## config.mk

```make
export PLATFORM = sky130hd
export DESIGN_NAME = video_timing_ctrl
export DESIGN_NICKNAME = d
export VERILOG_FILES = /design/src/rtl/video_timing_pkg.sv /design/src/rtl/video_timing_ctrl_axis.sv /design/src/rtl/video_timing_ctrl.sv
export SDC_FILE = /design/constraint.sdc
export NUM_CORES = 1
export LEC_CHECK = 0
export BUFFER_PORTS_ARGS = -buffer_cell sky130_fd_sc_hd__buf_4
export CAP_MARGIN = 30
export CORE_MARGIN = 10
export CORE_UTILIZATION = 45
export DETAILED_ROUTE_END_ITERATION = 12
export GPL_ROUTABILITY_DRIVEN = 0
export HOLD_SLACK_MARGIN = 0.08
export PLACE_DENSITY = 0.69
export SETUP_SLACK_MARGIN = 0.4
export SYNTH_ARGS = -nofsm -noshare
export SYNTH_HDL_FRONTEND = slang
export SYNTH_HIERARCHICAL = 1
export SYNTH_SLANG_ARGS = --single-unit
```

## constraint.sdc

```tcl
create_clock -name clk -period 2.7 [get_ports clk]
set_clock_uncertainty 0.15 [all_clocks]
set_input_delay 0.81 -clock clk [delete_from_list [all_inputs] [get_ports clk]]
set_output_delay 0.81 -clock clk [all_outputs]
set_load 0.03 [all_outputs]
```

## src/rtl/video_timing_pkg.sv

```systemverilog
// Shared timing constants, axis-total helper and controller state type for the
// Sobel test-path raster generator.
package video_timing_pkg;

  localparam int   DEF_H_ACTIVE = 64;
  localparam int   DEF_H_FP     = 4;
  localparam int   DEF_H_SYNC   = 8;
  localparam int   DEF_H_BP     = 4;
  localparam int   DEF_V_ACTIVE = 64;
  localparam int   DEF_V_FP     = 2;
  localparam int   DEF_V_SYNC   = 2;
  localparam int   DEF_V_BP     = 4;
  localparam logic DEF_SYNC_POL = 1'b0;
  localparam int   DEF_CNT_W    = 7;

  typedef enum logic {
    IDLE = 1'b0,
    RUN  = 1'b1
  } vt_state_e;

  function automatic int axis_total(input int act, input int fp, input int sync, input int bp);
    return act + fp + sync + bp;
  endfunction

  function automatic int sync_lo(input int act, input int fp);
    return act + fp;
  endfunction

  function automatic int sync_hi(input int act, input int fp, input int sync);
    return act + fp + sync;
  endfunction

endpackage

```

## src/rtl/video_timing_ctrl_axis.sv

```systemverilog
// One raster axis: holds the count, exposes the next count's decode so the
// controller can register every output in step with the counter itself.
module timing_axis_counter
  import video_timing_pkg::*;
#(
  parameter int CNT_W   = DEF_CNT_W,
  parameter int TOTAL   = 80,
  parameter int ACTIVE  = 64,
  parameter int SYNC_LO = 68,
  parameter int SYNC_HI = 76
)(
  input  logic             clk,
  input  logic             rst_n,
  input  logic             i_clr,
  input  logic             i_adv,
  output logic [CNT_W-1:0] o_cnt,
  output logic             o_last,
  output logic             o_nxt_first,
  output logic             o_nxt_last,
  output logic             o_nxt_act,
  output logic             o_nxt_sync
);

  // Window bounds are compared one bit wider so a bound equal to 2^CNT_W still works.
  localparam int               EXT_W   = CNT_W + 1;
  localparam logic [CNT_W-1:0] C_LAST  = CNT_W'(TOTAL - 1);
  localparam logic [EXT_W-1:0] C_ACT   = EXT_W'(ACTIVE);
  localparam logic [EXT_W-1:0] C_S_LO  = EXT_W'(SYNC_LO);
  localparam logic [EXT_W-1:0] C_S_HI  = EXT_W'(SYNC_HI);

  logic [CNT_W-1:0] r_cnt;
  logic [CNT_W-1:0] w_nxt;
  logic [EXT_W-1:0] w_nxt_ext;

  assign o_last = (r_cnt == C_LAST);

  always_comb begin
    w_nxt = r_cnt;
    if (i_clr) begin
      w_nxt = '0;
    end else if (i_adv) begin
      w_nxt = o_last ? '0 : r_cnt + CNT_W'(1);
    end
  end

  assign w_nxt_ext   = {1'b0, w_nxt};
  assign o_nxt_first = (w_nxt == '0);
  assign o_nxt_last  = (w_nxt == C_LAST);
  assign o_nxt_act   = (w_nxt_ext < C_ACT);
  assign o_nxt_sync  = (w_nxt_ext >= C_S_LO) && (w_nxt_ext < C_S_HI);

  always_ff @(posedge clk or negedge rst_n) begin
    if (!rst_n) begin
      r_cnt <= '0;
    end else begin
      r_cnt <= w_nxt;
    end
  end

  assign o_cnt = r_cnt;

endmodule

```

## src/rtl/video_timing_ctrl.sv

```systemverilog
// Raster timing controller: frames start and stop only on frame boundaries,
// all outputs registered from the next h/v so they agree within each cycle.
module video_timing_ctrl
  import video_timing_pkg::*;
#(
  parameter int   H_ACTIVE = DEF_H_ACTIVE,
  parameter int   H_FP     = DEF_H_FP,
  parameter int   H_SYNC   = DEF_H_SYNC,
  parameter int   H_BP     = DEF_H_BP,
  parameter int   V_ACTIVE = DEF_V_ACTIVE,
  parameter int   V_FP     = DEF_V_FP,
  parameter int   V_SYNC   = DEF_V_SYNC,
  parameter int   V_BP     = DEF_V_BP,
  parameter logic SYNC_POL = DEF_SYNC_POL,
  parameter int   CNT_W    = DEF_CNT_W
)(
  input  logic             clk,
  input  logic             rst_n,
  input  logic             enable,
  output logic             active,
  output logic             hsync,
  output logic             vsync,
  output logic             frame_start,
  output logic             line_start,
  output logic             frame_done,
  output logic [CNT_W-1:0] x,
  output logic [CNT_W-1:0] y,
  output logic             running
);

  localparam int H_TOTAL = axis_total(H_ACTIVE, H_FP, H_SYNC, H_BP);
  localparam int V_TOTAL = axis_total(V_ACTIVE, V_FP, V_SYNC, V_BP);

  vt_state_e r_state;
  logic      r_active, r_hsync, r_vsync, r_frame_start, r_line_start, r_frame_done, r_running;

  logic w_run, w_nxt_run, w_frame_end;
  logic w_h_last, w_h_nxt_first, w_h_nxt_last, w_h_nxt_act, w_h_nxt_sync;
  logic w_v_last, w_v_nxt_first, w_v_nxt_last, w_v_nxt_act, w_v_nxt_sync;
  logic [CNT_W-1:0] w_h_cnt, w_v_cnt;

  assign w_run       = (r_state == RUN);
  assign w_frame_end = w_run && w_h_last && w_v_last;

  // Leaving RUN is only possible at the frame end, so enable is ignored mid-frame.
  always_comb begin
    w_nxt_run = 1'b0;
    case (r_state)
      IDLE:    w_nxt_run = enable;
      RUN:     w_nxt_run = !w_frame_end || enable;
      default: w_nxt_run = 1'b0;
    endcase
  end

  timing_axis_counter #(
    .CNT_W   (CNT_W),
    .TOTAL   (H_TOTAL),
    .ACTIVE  (H_ACTIVE),
    .SYNC_LO (sync_lo(H_ACTIVE, H_FP)),
    .SYNC_HI (sync_hi(H_ACTIVE, H_FP, H_SYNC))
  ) u_h_axis (
    .clk         (clk),
    .rst_n       (rst_n),
    .i_clr       (!w_nxt_run),
    .i_adv       (w_run),
    .o_cnt       (w_h_cnt),
    .o_last      (w_h_last),
    .o_nxt_first (w_h_nxt_first),
    .o_nxt_last  (w_h_nxt_last),
    .o_nxt_act   (w_h_nxt_act),
    .o_nxt_sync  (w_h_nxt_sync)
  );

  timing_axis_counter #(
    .CNT_W   (CNT_W),
    .TOTAL   (V_TOTAL),
    .ACTIVE  (V_ACTIVE),
    .SYNC_LO (sync_lo(V_ACTIVE, V_FP)),
    .SYNC_HI (sync_hi(V_ACTIVE, V_FP, V_SYNC))
  ) u_v_axis (
    .clk         (clk),
    .rst_n       (rst_n),
    .i_clr       (!w_nxt_run),
    .i_adv       (w_run && w_h_last),
    .o_cnt       (w_v_cnt),
    .o_last      (w_v_last),
    .o_nxt_first (w_v_nxt_first),
    .o_nxt_last  (w_v_nxt_last),
    .o_nxt_act   (w_v_nxt_act),
    .o_nxt_sync  (w_v_nxt_sync)
  );

  always_ff @(posedge clk or negedge rst_n) begin
    if (!rst_n) begin
      r_state       <= IDLE;
      r_running     <= 1'b0;
      r_active      <= 1'b0;
      r_hsync       <= ~SYNC_POL;
      r_vsync       <= ~SYNC_POL;
      r_line_start  <= 1'b0;
      r_frame_start <= 1'b0;
      r_frame_done  <= 1'b0;
    end else begin
      r_state       <= w_nxt_run ? RUN : IDLE;
      r_running     <= w_nxt_run;
      r_active      <= w_nxt_run && w_h_nxt_act && w_v_nxt_act;
      r_hsync       <= (w_nxt_run && w_h_nxt_sync) ? SYNC_POL : ~SYNC_POL;
      r_vsync       <= (w_nxt_run && w_v_nxt_sync) ? SYNC_POL : ~SYNC_POL;
      r_line_start  <= w_nxt_run && w_h_nxt_first;
      r_frame_start <= w_nxt_run && w_h_nxt_first && w_v_nxt_first;
      r_frame_done  <= w_nxt_run && w_h_nxt_last && w_v_nxt_last;
    end
  end

  assign active      = r_active;
  assign hsync       = r_hsync;
  assign vsync       = r_vsync;
  assign frame_start = r_frame_start;
  assign line_start  = r_line_start;
  assign frame_done  = r_frame_done;
  assign running     = r_running;
  assign x           = w_h_cnt;
  assign y           = w_v_cnt;

endmodule

```

==> impl_metrics.tcl, run 1 <==
set metrics [dict create \
    tightest_slew_ns 0.4505 \
    routedWlPerCell_um 15.80 \
    synth_cells 129 \
    timing.final.ws_setup_ns 0.3394 \
    drive_gt1_frac 0.5057 \
    cts_tree "done" \
    syn_to_final_growth_pct 36.72 \
    cp.arrival_ns 2.47 \
    portBuffers 23 \
    clk_latency_ns 0.31 \
    crit_path_start_kind "flip-flop" \
    hold_slack_ns 0.2082 \
    worstPathRequired_ns 2.81 \
    grt_use_total 0.1199 \
    status "finished clean" \
    fillerInstances 223 \
    row_count 19 \
    cts-root-buf "clkbuf_4" \
    core_um2 2805 \
    synth_cell_types 51 \
    synth_most_common_cell "dfrtp_1" \
    r2r_cells 10 \
    die_area_um2 5568 \
    start_util 0.4786 \
    path_clk_slew_ns 0.13 \
    power_mw 1.810 \
    r2r_end "frame_done" \
    diodes 0 \
    fin_nets 182 \
    netlist.area_leader.share 0.3541 \
    syn_area_per_cell_um2 10.41 \
    cts-buffers-inserted 3 \
    avgViaCountPerCell 5.362 \
    gr-total-overflow 0 \
    crit_fanout 6 \
    synthTopCellsByArea "dfrtp_1 35%, dfstp_2 3.9%, nor2_1 3.6%" \
    placed_area_um2 1588 \
    antenna_found_initial 0 \
    first_pass_iters 4 \
    drt-initial-drc-count 62 \
    vias 1110 \
    fin_crit_ns 2.361 \
    period_share 0.8743 \
    drt_wl_total_mm 3.270 \
    ys_seq_area_frac 0.3933 \
    slew_headroom 0.6997 \
    hold_violations 0 \
    die_h_um 74.62 \
    clk_path_buf_depth 2 \
    cp-startpoint "u_h_axis/o_cnt[0]" \
    ios 24 \
    grt_pass1_vias 1190 \
    path_class "flip-flop to flip-flop" \
    rrSetupSlack_ns 0.34 \
    syn_nets 134 \
    synthArstFlopShare 1.000 \
    dieWidth_um 74.62 \
    worstReg2RegStart "u_h_axis/o_cnt[0]" \
    grt_start_max_net_pins 22 \
    fin_setup_tns_ns 0 \
    cts.sinks 21 \
    cp-end-kind "flip-flop" \
    rsz0062_at_grt "true" \
    ys_seq_elements 21 \
    yosys_warnings 6 \
    vdd_ir_drop_max_v 0.0005970 \
    synth_area_um2 1343 \
    hold_class "primary input to async pin" \
    fin_area_um2 1836 \
    htreeDepth 1 \
    dp_hpwl_mm 2.297 \
    p_leak_nw 0.8521 \
    maxSlewViolCount 0 \
    yosys-top-cells-count "19 x dfrtp_1, 13 x nor2_1, 7 x nand2_1, 6 x inv_1" \
    crit_end "frame_done" \
    detailedPlace.worstSlack_ns 0.06692 \
    cellPowerDensity_nw_per_um2 986.0 \
    final-setup-viol-count 0 \
    antenna_left 0 \
    synth_edf_count 0 \
    grt_pass1_wl_mm 5.444 \
    ys.flop_type "dfrtp_1" \
    cts_hold_buf 0 \
    timing.fmax_ghz 0.4236 \
    drc_errors 0 \
    maxCapViolCount 0 \
    yosysTopAreaCell "dfrtp_1" \
]
[layout by cell type (no fill, tap or decap), types with 3 or more instances in the layout]
cell type / instances
buf_4: 48
dfrtp_1: 15
nor2_1: 11
nand2_1: 7
nand3_1: 5
xnor2_1: 5
inv_1: 5
a21oi_1: 4
dfrtp_2: 4
o21ai_0: 3
o211a_1: 3
clkbuf_4: 3
and3_4: 3
mux2i_1: 3
xor2_1: 3
nor4_2: 3
[timing repair]
action                     in CTS  in global routing
gates resized for setup        13                  6
setup endpoints to repair       6                  4
pin swaps                       8                  4
buffers inserted               10                  8
hold endpoints to repair        0                  0
[power breakdown]
part / leakage, nW / switching, mW / internal (mW)
sequential: 0.252 / 0.0900 / 0.415
combinational: 0.583 / 0.647 / 0.498
clock: 0.0177 / 0.104 / 0.0553
[worst min-delay path by stage]
stage	to	startpoint	slack [ns]	depth (start not counted)
3_5_place_dp	u_v_axis/o_cnt[0]	u_v_axis/o_cnt[0]	0.50	2
3_3_place_gp	u_v_axis/o_cnt[0]	u_v_axis/o_cnt[0]	0.51	2
2_1_floorplan	active	rst_n	0.36	0
6_report	u_v_axis/o_cnt[4]	rst_n	0.21	1
5_1_grt	u_v_axis/o_cnt[6]	rst_n	0.20	1
4_1_cts	u_v_axis/o_cnt[3]	rst_n	0.21	1
[worst max-delay path: stages, from the launching register on]
cell      delay [ns]
dfrtp_2         0.41
ha_4            0.14
and3_4          0.20
nand3_4         0.08
inv_4           0.08
and2_4          0.17
and3_4          0.25
mux2i_4         0.28
a211oi_4        0.11
nor4_2          0.25
o211a_1         0.19
[layer usage]
metal | routed length [µm] | part of all wire | GRT usage | vias up
met2 | 1622 | 0.50 | 0.2008 | 20
li1 | - | - | - | 559
met5 | 0 | 0 | 0 | -
met4 | 14 | 0.0043 | 0.03571 | 0
met3 | 161 | 0.049 | 0.02628 | 2
met1 | 1470 | 0.45 | 0.1510 | 529
[sequential cells by signal, summed over array words and instances (netlist names)]
register and flops:
active 1, line_start 1, u_v_axis/o_cnt 7, frame_start 1
frame_done 1, running 1, vsync 1, hsync 1
u_h_axis/o_cnt 7
[layout make-up]
cell class	instances	area, µm²	share of cell area
clock buffers	3	22.52	0.01227
clock inverters	1	5.005	0.002727
inverters	6	25.02	0.01363
multi-input cells	97	850.8	0.4635
flip-flops and latches	21	533.0	0.2904
well taps	31	38.79	0.02113
repair buffers	48	360.3	0.1963
[stage by stage]
step	std cells	utilization
6_report	207	0.6543
5_1_grt	207	0.6543
4_1_cts	199	0.6240
3_5_place_dp	185	0.5660
3_3_place_gp	185	0.5660
2_1_floorplan	129	-
[cells by family (layout without fill, tap and decap cells)]
family | Yosys count | in the layout | share of synthesized area
and+or+nand+nor | 55 | 55 | 0.2591
AOI/OAI and AO/OA | 27 | 27 | 0.1901
DFF | 21 | 21 | 0.3933
buffers and inverters | 11 | 58 | 0.04845
xor gates and xnor gates | 8 | 8 | 0.05219
muxes | 5 | 5 | 0.03821
adders and majority gates | 2 | 2 | 0.01864
Power figures use the tool's default switching activity.
==> run 2: changes to the inputs <==
--- a/config.mk
+++ b/config.mk
@@ -5,6 +5,7 @@
 export SDC_FILE = /design/constraint.sdc
 export NUM_CORES = 1
 export LEC_CHECK = 0
+export ABC_AREA = 1
 export BUFFER_PORTS_ARGS = -buffer_cell sky130_fd_sc_hd__buf_4
 export CAP_MARGIN = 30
 export CORE_MARGIN = 10
==> run 2 against run 1 <==
Against the previous run: register-to-register slack improved by 0.20 ns; clock power is essentially flat; sequential cell count is the same; non-clock buffer count decreased by 16; highest routed layer unchanged.
==> impl_metrics.tcl, run 2 <==
set metrics [dict create \
    fin_crit_ns 2.209 \
    path_clk_slew_ns 0.13 \
    vias 1264 \
    cp.arrival_ns 1.25 \
    pwr-share-clk 0.333 \
    fin_nets 225 \
    ys_seq_area_frac 0.3922 \
    portBuffers 23 \
    worstPathRequired_ns 1.74 \
    r2r_end "frame_start" \
    timing.fmax_ghz 0.4526 \
    cp_slowest_stage_delay_ns 0.69 \
    core_um2 2805 \
    status "finished clean" \
    drt-initial-drc-count 124 \
    synth_cell_types 24 \
    die_area_um2 5579 \
    drt_wl_total_mm 3.306 \
    syn_area_per_cell_um2 7.277 \
    slew_headroom 0.6570 \
    synthTopCellsByArea "dfrtp_1 35%, nand2_1 13%, inv_1 7.2%" \
    cellPowerDensity_nw_per_um2 284.5 \
    tightest_slew_ns 0.5145 \
    period_share 0.8183 \
    maxCapViolCount 0 \
    start_util 0.4799 \
    cp-end-kind "output pin" \
    pwr-share-seq 0.649 \
    p_switching_uw 111.9 \
    synth_most_common_cell "nand2_1" \
    synthArstFlopShare 1.000 \
    grt_start_max_net_pins 22 \
    avgViaCountPerCell 5.056 \
    clk_path_buf_depth 2 \
    ys_seq_elements 21 \
    ios 24 \
    drc_errors 0 \
    crit_fanout 14 \
    timing.critical_path.buf_inv 1 \
    dp_cells 237 \
    row_count 19 \
    p_leak_nw 0.8658 \
    yosys-top-cells-count "48 x nand2_1, 26 x inv_1, 20 x nor2_1, 19 x dfrtp_1, 17 x nand3_1" \
    final_cell_mix "45 x nand2_1, 32 x buf_4, 22 x inv_1" \
    grt_pass1_vias 1173 \
    dieWidth_um 74.70 \
    r2r_cells 15 \
    cts_tree "done" \
    rsz0062_at_grt "true" \
    path_cells "buf_4" \
    ys.flop_type "dfrtp_1" \
    drive_gt1_frac 0.3927 \
    grt_use_total 0.1186 \
    synth_edf_count 0 \
    gr-total-overflow 0 \
    vdd_ir_drop_max_v 0.0003682 \
    power.internal_uw 373.3 \
    antenna_found_initial 0 \
    fin_setup_tns_ns 0 \
    grt_pass1_wl_mm 5.319 \
    maxSlewViolCount 0 \
    synth_area_um2 1346 \
    cts-root-buf "clkbuf_4" \
    crit_path_start_kind "flip-flop" \
    syn_nets 190 \
    synth_cells 185 \
    combPwrFrac 0.019 \
    yosysTopAreaCell "dfrtp_1" \
    final_cells 250 \
    yosys_warnings 6 \
    worstReg2RegStart "u_h_axis/o_cnt[0]" \
    hold_violations 0 \
    antenna_left 0 \
    routedWlPerCell_um 13.22 \
    cts.sinks 21 \
    cpMaxStageDelayCell "dfrtp_1" \
    hold_class "primary input to async pin" \
    switching_share 0.2306 \
    syn_to_final_growth_pct 26.67 \
    clk_latency_ns 0.32 \
    cp_top_family "flip-flops" \
    die_h_um 74.70 \
    htreeDepth 1 \
    netlist.area_leader.share 0.3532 \
    diodes 0 \
    rrSetupSlack_ns 0.54 \
    final-setup-viol-count 0 \
    cts-buffers-inserted 3 \
    first_pass_iters 4 \
    final_common_cell "nand2_1" \
    dp_hpwl_mm 2.499 \
    path_class "flip-flop to output pin" \
]
==> run 2: changes by cell type after synthesis, sizes merged, moves of 4 or more <==
cell	before	now
mux2i	4	0
nand2	8	60
nand4	2	7
and3	4	0
xnor2	5	0
nand3	6	19
inv	6	32
nor2	13	31
==> run 2: cell type report <==
| class | count | area, µm² |
|---|---|---|
| clock inverters | 1 | 7.507 |
| repair buffers | 32 | 240.2 |
| multi-input cells | 129 | 726.9 |
| fillers | 270 | 1100 |
| flip-flops and latches | 21 | 530.5 |
| well taps | 31 | 38.79 |
| clock buffers | 3 | 22.52 |
| inverters | 33 | 138.9 |
==> run 2: repair_timing <==
item | in CTS | in global routing
pin swaps | 0 | 6
gates resized for setup | 4 | 13
hold buffers | 0 | 0
buffers inserted | 3 | 6
endpoints found under the setup margin | 4 | 4
cloned | 0 | 0
==> run 2: cells by family (layout without fill, tap and decap cells) <==
group / Yosys count / after routing / share of synthesized area
xor+xnor: 1 / 1 / 0.006507
fa+ha+maj: 2 / 2 / 0.01858
simple gates: 120 / 120 / 0.4452
compound gates: 6 / 6 / 0.02695
buf+inv: 35 / 69 / 0.1106
flops: 21 / 21 / 0.3922
==> run 2: how the worst max path moves through the flow <==
stage	startpoint	end	slack, ns	cells past startpoint
after global placement	u_h_axis/o_cnt[0]	frame_start	0.25	15
after CTS	u_h_axis/o_cnt[0]	frame_start	0.39	15
after detailed placement	u_h_axis/o_cnt[0]	frame_start	0.23	15
after floorplan	u_h_axis/o_cnt[0]	frame_start	0.43	15
final	running	running	0.49	1
after global routing	u_h_axis/o_cnt[5]	frame_start	0.38	15
==> run 2: power by group through the flow <==
stage	Combinational (mW)	Sequential (mW)	Clock [mW]
after floorplan	0.000751	0.321	0
after global placement	0.00954	0.320	0
after detailed placement	0.00983	0.320	0
after CTS	0.00985	0.315	0.166
after global routing	0.0103	0.315	0.181
final	0.00916	0.315	0.161
==> run 2: metal layers <==
layer,track usage,vias up,routed length [µm]
met5,0,-,0
met4,0.01471,0,23
met3,0.04074,4,219
met2,0.1912,31,1552
met1,0.1543,589,1511
li1,-,640,-
==> run 2: stage by stage <==
stage,cell area [µm²],hold WS (ns),utilization,setup WS (ns),power (mW)
after CTS,1625,0.2065,0.5794,0.3888,0.4902
after detailed placement,1558,0.4359,0.5553,0.2255,0.3303
after floorplan,1369,0.3644,-,0.4320,0.3213
after global placement,1558,0.4514,0.5553,0.2477,0.3300
final,1705,0.1988,0.6079,0.4906,0.4852
after global routing,1705,0.1956,0.6079,0.3790,0.5062
